$ cat src/rtl/pm_loader_ctrl.sv
// pm_loader_ctrl
// Streams a program into a CPU's program memory over a valid/ready
// handshake, holds the CPU in reset for a short boot window, then lets it
// free-run or single-step until it reports that the halt opcode retired.
//
// Ports
//   CLK, RESET          clock and synchronous active-high reset
//   I_START_LOAD        begin a new load (honoured in IDLE and HALT only)
//   I_DATA_VALID/I_DATA incoming program word
//   I_MODE              0 = free run, 1 = single step (sampled at end of boot)
//   I_STEP              single-step request, one CPU cycle per rising edge
//   I_HALT_DETECT       CPU reports the halt opcode retired
//   O_DATA_READY        high while loading; word accepted when also valid
//   O_PM_WE/ADDR/WDATA  program-memory write port, one cycle after accept
//   O_CPU_RESET/O_CPU_EN CPU reset and clock enable
//   O_STATE             IDLE=0 LOAD=1 BOOT=2 RUN=3 STEP=4 HALT=5
//   O_WORD_COUNT        words written in the current load
//   O_CYCLE_COUNT       saturating count of CPU-enabled cycles since load start
//   O_LOAD_ERR          memory filled without seeing the halt word
module pm_loader_ctrl #(
  parameter int                DATA_W      = 32,
  parameter int                DEPTH       = 32,
  parameter logic [DATA_W-1:0] HALT_WORD   = 32'hFFFFFFFF,
  parameter int                BOOT_CYCLES = 2,
  localparam int               ADDR_W      = $clog2(DEPTH)
) (
  input  logic              CLK,
  input  logic              RESET,
  input  logic              I_START_LOAD,
  input  logic              I_DATA_VALID,
  input  logic [DATA_W-1:0] I_DATA,
  input  logic              I_MODE,
  input  logic              I_STEP,
  input  logic              I_HALT_DETECT,
  output logic              O_DATA_READY,
  output logic              O_PM_WE,
  output logic [ADDR_W-1:0] O_PM_ADDR,
  output logic [DATA_W-1:0] O_PM_WDATA,
  output logic              O_CPU_RESET,
  output logic              O_CPU_EN,
  output logic [2:0]        O_STATE,
  output logic [ADDR_W:0]   O_WORD_COUNT,
  output logic [31:0]       O_CYCLE_COUNT,
  output logic              O_LOAD_ERR
);

  typedef enum logic [2:0] {
    S_IDLE = 3'd0,
    S_LOAD = 3'd1,
    S_BOOT = 3'd2,
    S_RUN  = 3'd3,
    S_STEP = 3'd4,
    S_HALT = 3'd5
  } state_t;

  localparam logic [ADDR_W:0] LAST_IDX  = (ADDR_W + 1)'(DEPTH - 1);
  localparam logic [3:0]      BOOT_LAST = 4'(BOOT_CYCLES - 1);

  state_t              state_q, state_d;
  logic                pm_we_q, pm_we_d;
  logic [ADDR_W-1:0]   pm_addr_q, pm_addr_d;
  logic [DATA_W-1:0]   pm_wdata_q, pm_wdata_d;
  logic [ADDR_W:0]     word_cnt_q, word_cnt_d;
  logic [31:0]         cycle_cnt_q, cycle_cnt_d;
  logic                load_err_q, load_err_d;
  logic [3:0]          boot_cnt_q, boot_cnt_d;
  logic                step_q, step_d;        // previous I_STEP sample
  logic                pulse_q, pulse_d;      // one-cycle step enable
  logic                accept;
  logic                cpu_en;

  assign accept = (state_q == S_LOAD) && I_DATA_VALID;
  assign cpu_en = (state_q == S_RUN) || ((state_q == S_STEP) && pulse_q);

  always_comb begin
    state_d     = state_q;
    pm_we_d     = 1'b0;
    pm_addr_d   = pm_addr_q;
    pm_wdata_d  = pm_wdata_q;
    word_cnt_d  = word_cnt_q;
    cycle_cnt_d = cycle_cnt_q;
    load_err_d  = load_err_q;
    boot_cnt_d  = boot_cnt_q;
    step_d      = I_STEP;
    pulse_d     = 1'b0;

    if (accept) begin
      pm_we_d    = 1'b1;
      pm_addr_d  = word_cnt_q[ADDR_W-1:0];
      pm_wdata_d = I_DATA;
      word_cnt_d = word_cnt_q + 1'b1;
    end

    if (cpu_en && (cycle_cnt_q != 32'hFFFFFFFF)) begin
      cycle_cnt_d = cycle_cnt_q + 32'd1;
    end

    case (state_q)
      S_IDLE, S_HALT: begin
        if (I_START_LOAD) begin
          state_d     = S_LOAD;
          word_cnt_d  = '0;
          cycle_cnt_d = '0;
          load_err_d  = 1'b0;
        end
      end
      S_LOAD: begin
        // The halt word is checked first so a halt word landing in the
        // last slot is a clean load rather than a truncation.
        if (accept) begin
          if (I_DATA == HALT_WORD) begin
            state_d    = S_BOOT;
            boot_cnt_d = '0;
          end else if (word_cnt_q == LAST_IDX) begin
            state_d    = S_BOOT;
            boot_cnt_d = '0;
            load_err_d = 1'b1;
          end
        end
      end
      S_BOOT: begin
        if (boot_cnt_q == BOOT_LAST) begin
          state_d = I_MODE ? S_STEP : S_RUN;
        end else begin
          boot_cnt_d = boot_cnt_q + 4'd1;
        end
      end
      S_RUN: begin
        if (I_HALT_DETECT) state_d = S_HALT;
      end
      S_STEP: begin
        // Halt takes precedence over a coincident step edge.
        if (I_HALT_DETECT) begin
          state_d = S_HALT;
        end else if (I_STEP && !step_q) begin
          pulse_d = 1'b1;
        end
      end
      default: state_d = S_IDLE;
    endcase
  end

  always_ff @(posedge CLK) begin
    if (RESET) begin
      state_q     <= S_IDLE;
      pm_we_q     <= 1'b0;
      pm_addr_q   <= '0;
      pm_wdata_q  <= '0;
      word_cnt_q  <= '0;
      cycle_cnt_q <= '0;
      load_err_q  <= 1'b0;
      boot_cnt_q  <= '0;
      step_q      <= 1'b0;
      pulse_q     <= 1'b0;
    end else begin
      state_q     <= state_d;
      pm_we_q     <= pm_we_d;
      pm_addr_q   <= pm_addr_d;
      pm_wdata_q  <= pm_wdata_d;
      word_cnt_q  <= word_cnt_d;
      cycle_cnt_q <= cycle_cnt_d;
      load_err_q  <= load_err_d;
      boot_cnt_q  <= boot_cnt_d;
      step_q      <= step_d;
      pulse_q     <= pulse_d;
    end
  end

  assign O_DATA_READY  = (state_q == S_LOAD);
  assign O_PM_WE       = pm_we_q;
  assign O_PM_ADDR     = pm_addr_q;
  assign O_PM_WDATA    = pm_wdata_q;
  assign O_CPU_RESET   = (state_q == S_IDLE) || (state_q == S_LOAD) || (state_q == S_BOOT);
  assign O_CPU_EN      = cpu_en;
  assign O_STATE       = state_q;
  assign O_WORD_COUNT  = word_cnt_q;
  assign O_CYCLE_COUNT = cycle_cnt_q;
  assign O_LOAD_ERR    = load_err_q;

endmodule

$ cat config.mk
export PLATFORM = sky130hd
export DESIGN_NAME = pm_loader_ctrl
export DESIGN_NICKNAME = d
export VERILOG_FILES = /design/src/rtl/pm_loader_ctrl.sv
export SDC_FILE = /design/constraint.sdc
export NUM_CORES = 1
export LEC_CHECK = 0
export ABC_AREA = 0
export CORE_MARGIN = 10
export CORE_UTILIZATION = 47
export CTS_CLUSTER_DIAMETER = 100
export CTS_CLUSTER_SIZE = 30
export DETAILED_ROUTE_END_ITERATION = 8
export PLACE_DENSITY_LB_ADDON = 0.2
export SLEW_MARGIN = 20
export SYNTH_ARGS = -nofsm -noshare
export SYNTH_HDL_FRONTEND = slang
export SYNTH_SLANG_ARGS = --single-unit
$ cat constraint.sdc
create_clock -name CLK -period 2.6 [get_ports CLK]
set_input_delay 0.65 -clock CLK [delete_from_list [all_inputs] [get_ports CLK]]
set_output_delay 0.65 -clock CLK [all_outputs]
set_load 0.01 [all_outputs]
# Word-level counts from Yosys, hierarchy flattened
# Index checks and enable logic that the tools add are counted.
# W data, S select, Z words.
[totals] output_inout_bits=83 reg_bits=86 elab_cells=74 inputBits=39
[classes] muxes=26 addsub=3 bitwise=1 n_reduce_logical=17 eq_ne=17
[ops] cell="$mux W32" count=3
[ops] cell="$add A32 B1 Y32 const B" count=1
[ops] cell="$eq A32 B32 Y1 const B" count=1
[ops] cell="$ne A32 B32 Y1 const B" count=1
[ops] cell="$mux W3" count=7
[ops] cell="$mux W6" count=3
[ops] cell="$mux W4" count=4
[ops] cell="$pmux W3 S4" count=1
[ops] cell="$reduce_and A5 Y1" count=2
[ops] cell="$ne A2 B2 Y1 const B" count=4
[ops] cell="$pmux W4 S2" count=1
[ops] cell="$add A6 B1 Y6 const B" count=1
[ops] cell="$eq A3 B2 Y1 const B" count=2
[ops] cell="$eq A3 B3 Y1 const B" count=2
[ops] cell="$eq A6 B5 Y1 const B" count=1
[ops] cell="$mux W1" count=6
[ops] cell="$ne A2 B1 Y1 const B" count=3
[ops] cell="$add A4 B1 Y4 const B" count=1
[ops] cell="$eq A4 B1 Y1 const B" count=1
[ops] cell="$logic_and A1 B1 Y1" count=4
[ops] cell="$reduce_and A4 Y1" count=1
[ops] cell="$reduce_bool A2 Y1" count=2
[ops] cell="$reduce_or A2 Y1" count=2
[ops] cell="$eq A3 B1 Y1 const B" count=1
[ops] cell="other kinds (7)" count=9

# Logic depth before layout (Yosys ltp)
[logic_depth] word_depth=7 ltp_mapped=9 depth_no_buf=6

# Worst setup path before layout
# Ideal clock, no wire load.
[synth_path] kind="reg-to-reg" from="register cycle_cnt_q[0], in the netlist O_CYCLE_COUNT[0]" to="register cycle_cnt_q[30], in the netlist O_CYCLE_COUNT[30]" path_buffers=2 arrival_time_ns=2.057 t_required_ns=2.529 setup_ns=0.071 setup_slack_ns=0.472 stages_incl_launch_ff=9 synth_period_minus_slack_ns=2.128 path_cell_list="dfxtp_1 > ha_1 > and2_1 > clkbuf_1 > o21ai_1 > or3_4 > buf_6 > or4_1 > a21oi_1"
[synth_between] elab_chain_cells=5 elab_cells_between_ends=6 cone_classes="1 x add/sub; 1 x eq/ne; 3 x mux; 1 x reduce/logical"
[synth_rtl] element="from (decl)" line="64" text="logic [31:0] cycle_cnt_q, cycle_cnt_d;"
[synth_rtl] element="from (signal assigned)" line="161" text="cycle_cnt_q <= cycle_cnt_d;"
[synth_rtl] element="parallel branches: the longest is 2 deep, another holds $add A32 B1 Y32"
[synth_rtl] element="$mux W32 *" line="94" text="if (cpu_en && (cycle_cnt_q != 32'hFFFFFFFF)) begin"
[synth_rtl] element="$mux W32" line="100" text="if (I_START_LOAD) begin"
[synth_rtl] element="$mux W32 *" line="98" text="case (state_q)"
# Mark *: on every way between the ends.
# A chain may end at the register's enable or synchronous reset.

# Final worst setup path
[layout_path] from="register state_q[1], in the netlist O_STATE[1]" to="output O_CPU_EN"
[layout_between] elab_chain_cells=3 elab_cells_between_ends=4 cone_classes="2 x eq/ne; 2 x reduce/logical"
[layout_rtl] element="from (decl)" line="59" text="state_t state_q, state_d;"
[layout_rtl] element="from (signal assigned)" line="156" text="state_q <= state_d;"
[layout_rtl] element="$eq A3 B3 Y1" line="73" text="assign cpu_en = (state_q == S_RUN) || ((state_q == S_STEP) && pulse_q);"
[layout_rtl] element="$logic_and A1 B1 Y1" line="73"
[layout_rtl] element="$logic_or A1 B1 Y1 *" line="73"
[layout_rtl] element="to (decl)" line="40" text="output logic O_CPU_EN,"
# Mark *: on every way between the ends. The rest lies on a longest branch, timed or not.

==> impl_metrics.csv <==
group,metric,value,unit
yosys,synthAdderAreaFrac,1.282,%
clocking,clkLatencyLatePin,0.36,ns
yosys,syn-instance-count,485,
floorplanning,die_h,111.1,um
yosys,synth_warnings,0,
yosys,ys_seq_area_share,44.12,%
drt,drc,0,
run,max_cap_viol_count,0,
yosys,synth_top_family_by_area,"simple AND/OR/NAND/NOR gates",
clocking,clockBufferDepth,2,
sta,slew_headroom,48.54,%
clocking,postCtsHoldBufs,0,
sta,finalSetupViolCount,0,
yosys,synth_xor_area_share,1.571,%
yosys,synth_cell_types,54,
critical_path,worstPathCellList,"and4bb_2 > nor2_1 > inv_1 > clkdlybuf4s50_1",
critical_path,worstPathArrival,1.77,ns
yosys,synthTopCellsByArea,"dfxtp_1 (44%), a21oi_1 (9.6%), nand2_1 (9.2%), o31ai_1 (4.0%), or4_1 (4.0%)",
critical_path,crit_path_max_incr_delay,0.55,ns
drt,final_antenna_net_count,0,
yosys,synth_top_area_cell,"dfxtp_1",
run_status,status,"complete, no violations",
floorplanning,die_area,12350,um2
drt,num_vias,4051,
floorplanning,initial_utilization,47.98,%
placement,finalWeightedCongestion,0.8392,
critical_path,path_max_fanout,8,
yosys,synth_edf_count,0,
power_and_ir_drop,irDropWorstVdd,0.0003649,V
clocking,cts_max_level,3,
critical_path,path_class,"flop to output pin",
drt,drtIter0Drc,282,
yosys,syn_area,3902,um2
hold_path,min_path_type,"flop to flop",
global_routing,grt_pass1_wl,19.03,mm
critical_path,crit_path_start,"O_STATE[1]",
clocking,cts_inserted_buffers,9,
clocking,cts_tree,"yes",
yosys,ys_ff_latch,86,
sta,fmax,0.4128,GHz
clocking,cts_sinks,86,
hold_path,hold_path.startpoint,"O_PM_WDATA[12]",
clocking,cts.clk_slew.worst_paths,0.09,ns
critical_path,path_delay_family,"buffers and inverters",
yosys,yosys.area_share.simple,29.75,%
floorplanning,die_w,111.1,um
yosys,synth_top_flop_cell,"dfxtp_1",
drt,wl_per_cell,16.07,um
drt,dr.pass1.iters,7,
yosys,synth_compound_area_share,18.56,%
critical_path,cp_slowest_cell,"clkdlybuf4s50_1",
floorplanning,design.core.area,8134,um2
cells_and_area,synthToLayoutAreaGrowth,41.20,%
cells_and_area,post-route-util,67.74,%
critical_path,required,1.95,ns
power_and_ir_drop,cellLeakagePower,1.764,nW
sta,post-route-period-util,93.17,%
cells_and_area,drive_gt1_share,8.007,%
drt,wl,11.52,mm
power_and_ir_drop,p_per_area,624.4,nW/um2
cells_and_area,final_nets,651,
floorplanning,io_pins,122,
sta,setup_tns,0,ns
yosys,synthMuxAreaShare,0.5130,%
cells_and_area,final_common_cell,"clkdlybuf4s50_1",
critical_path,r2r-start,"O_CYCLE_COUNT[3]",
global_routing,grt_max_degree,28,
placement,dp_hpwl,8.625,mm
critical_path,critPathBufInv,2,
critical_path,end_kind,"output pin",
yosys,async_reset_ff_share,0,%
yosys,syn_nets,528,
sta,period_minus_slack,2.422,ns
yosys,syn_area_per_cell,8.046,um2
floorplanning,row_count,33,
cells_and_area,fillers,678,
clocking,clockRootBuffer,"clkbuf_8",
global_routing,grt_usage,18.09,%
cells_and_area,layout_common_cells,"clkdlybuf4s50_1 (120), nand2_1 (96), dfxtp_1 (85)",
yosys,synth_top_cell_area_share,44.12,%
cells_and_area,diodes,0,
sta,final.setup_skew,0.01129,ns
global_routing,grt_antenna_before_repair,0,
sta,slew_viol_final,0,
global_routing,grt_overflow_total,0,
placement,port_buffers,121,
drt,viasPerCell,5.650,
sta,worst_slew_pin_slew,0.7719,ns
sta,hold_violations,0,
global_routing,grt_pass1_vias,3870,
critical_path,worst_setup_path_start_kind,"flop",
sta,grt_setup_unrepaired,"false",
-- power by group --
part	switching (W)	internal, W
Clock	0.000479	0.000540
Combinational	0.000521	0.000436
Sequential	0.0000572	0.00141
-- per-stage QoR --
stage	setup slack, ns	cell area [um2]	std cells	hold WS, ns	power (W)
3_3_place_gp	0.02150	5296	702	0.4408	0.002428
4_1_cts	0.06823	5509	717	0.4600	0.003465
3_5_place_dp	-0.04919	5296	702	0.4481	0.002445
2_1_floorplan	0.4723	3902	485	0.4643	0.001969
5_1_grt	0.07995	5510	717	0.4797	0.003621
6_report	0.1776	5510	717	0.4571	0.003441
-- cells in the mapped netlist (2+ instances only) --
library cell	instances
clkbuf_1	23
xnor2_1	2
o32ai_1	2
ha_1	4
nand4_1	19
xor2_1	5
nor2b_1	3
nand2b_1	3
o21ai_0	14
nor4_1	7
a21oi_1	75
nand2_1	96
buf_1	2
o311ai_0	2
and2_1	5
and3_1	3
mux2i_1	2
nor3_1	3
nand3_1	15
inv_1	9
or4_2	3
or4_1	21
nor2_1	20
and4_1	5
buf_2	5
o31ai_1	21
dfxtp_1	86
or3_1	4
-- flip-flops by register name, indices dropped and copies added, names as in the netlist --
| name | cells |
|---|---|
| O_WORD_COUNT | 6 |
| O_CYCLE_COUNT | 32 |
| O_STATE | 3 |
| O_PM_WE | 1 |
| boot_cnt_q | 4 |
| O_LOAD_ERR | 1 |
| O_PM_WDATA | 32 |
| pulse_q | 1 |
| step_q | 1 |
| O_PM_ADDR | 5 |
-- what timing repair did --
item	in CTS	in global routing
resized for setup	0	1
endpoints found under the setup margin	0	1
buffers inserted	0	0
-- area by class of cell --
type,count,area [um2],share of cell area (%)
clock buffer,10,127.6,2.316
multi-input combinational,359,2038,36.99
timing repair buffer,143,1371,24.89
tap,105,131.4,2.384
inverter,9,33.78,0.6131
sequential,86,1723,31.27
clock inverter,5,85.08,1.544
-- cell families (layout without fill, tap and decap cells) --
| logic type | Yosys count | count (layout) |
|---|---|---|
| AND/OR/NAND/NOR | 221 | 221 |
| buffers and inverters | 40 | 167 |
| XOR/XNOR | 7 | 7 |
| multiplexers | 2 | 2 |
| adder cells (fa/ha/maj) | 4 | 4 |
| AO/OA/AOI/OAI | 125 | 125 |
| flip-flops | 86 | 86 |
-- routing by layer --
metal | share of wire [%] | global-route usage [%] | vias up
li1 | - | - | 2004
met1 | 39 | 18.92 | 1890
met2 | 51 | 31.76 | 144
met3 | 9.3 | 8.658 | 13
met4 | 1.1 | 4.713 | 0
met5 | 0 | 0 | -
-- path summary, 6_finish.rpt --
check / to / slack, ns / depth (start not counted)
worst max-delay path: O_CPU_EN / 0.18 / 4
worst min-delay path: O_PM_WDATA[12] / 0.46 / 2
worst max register to register: O_CYCLE_COUNT[26] / 0.38 / 5
worst min register to register: O_PM_WDATA[12] / 0.46 / 2
-- tightest hold or removal path, delay by kind of cell, from the launching register on --
family | cells | cell delay, ns
flops | 1 | 0.32
compound gates | 1 | 0.05
simple gates | 1 | 0.05
Note: power is estimated with default switching activity, not from simulation.
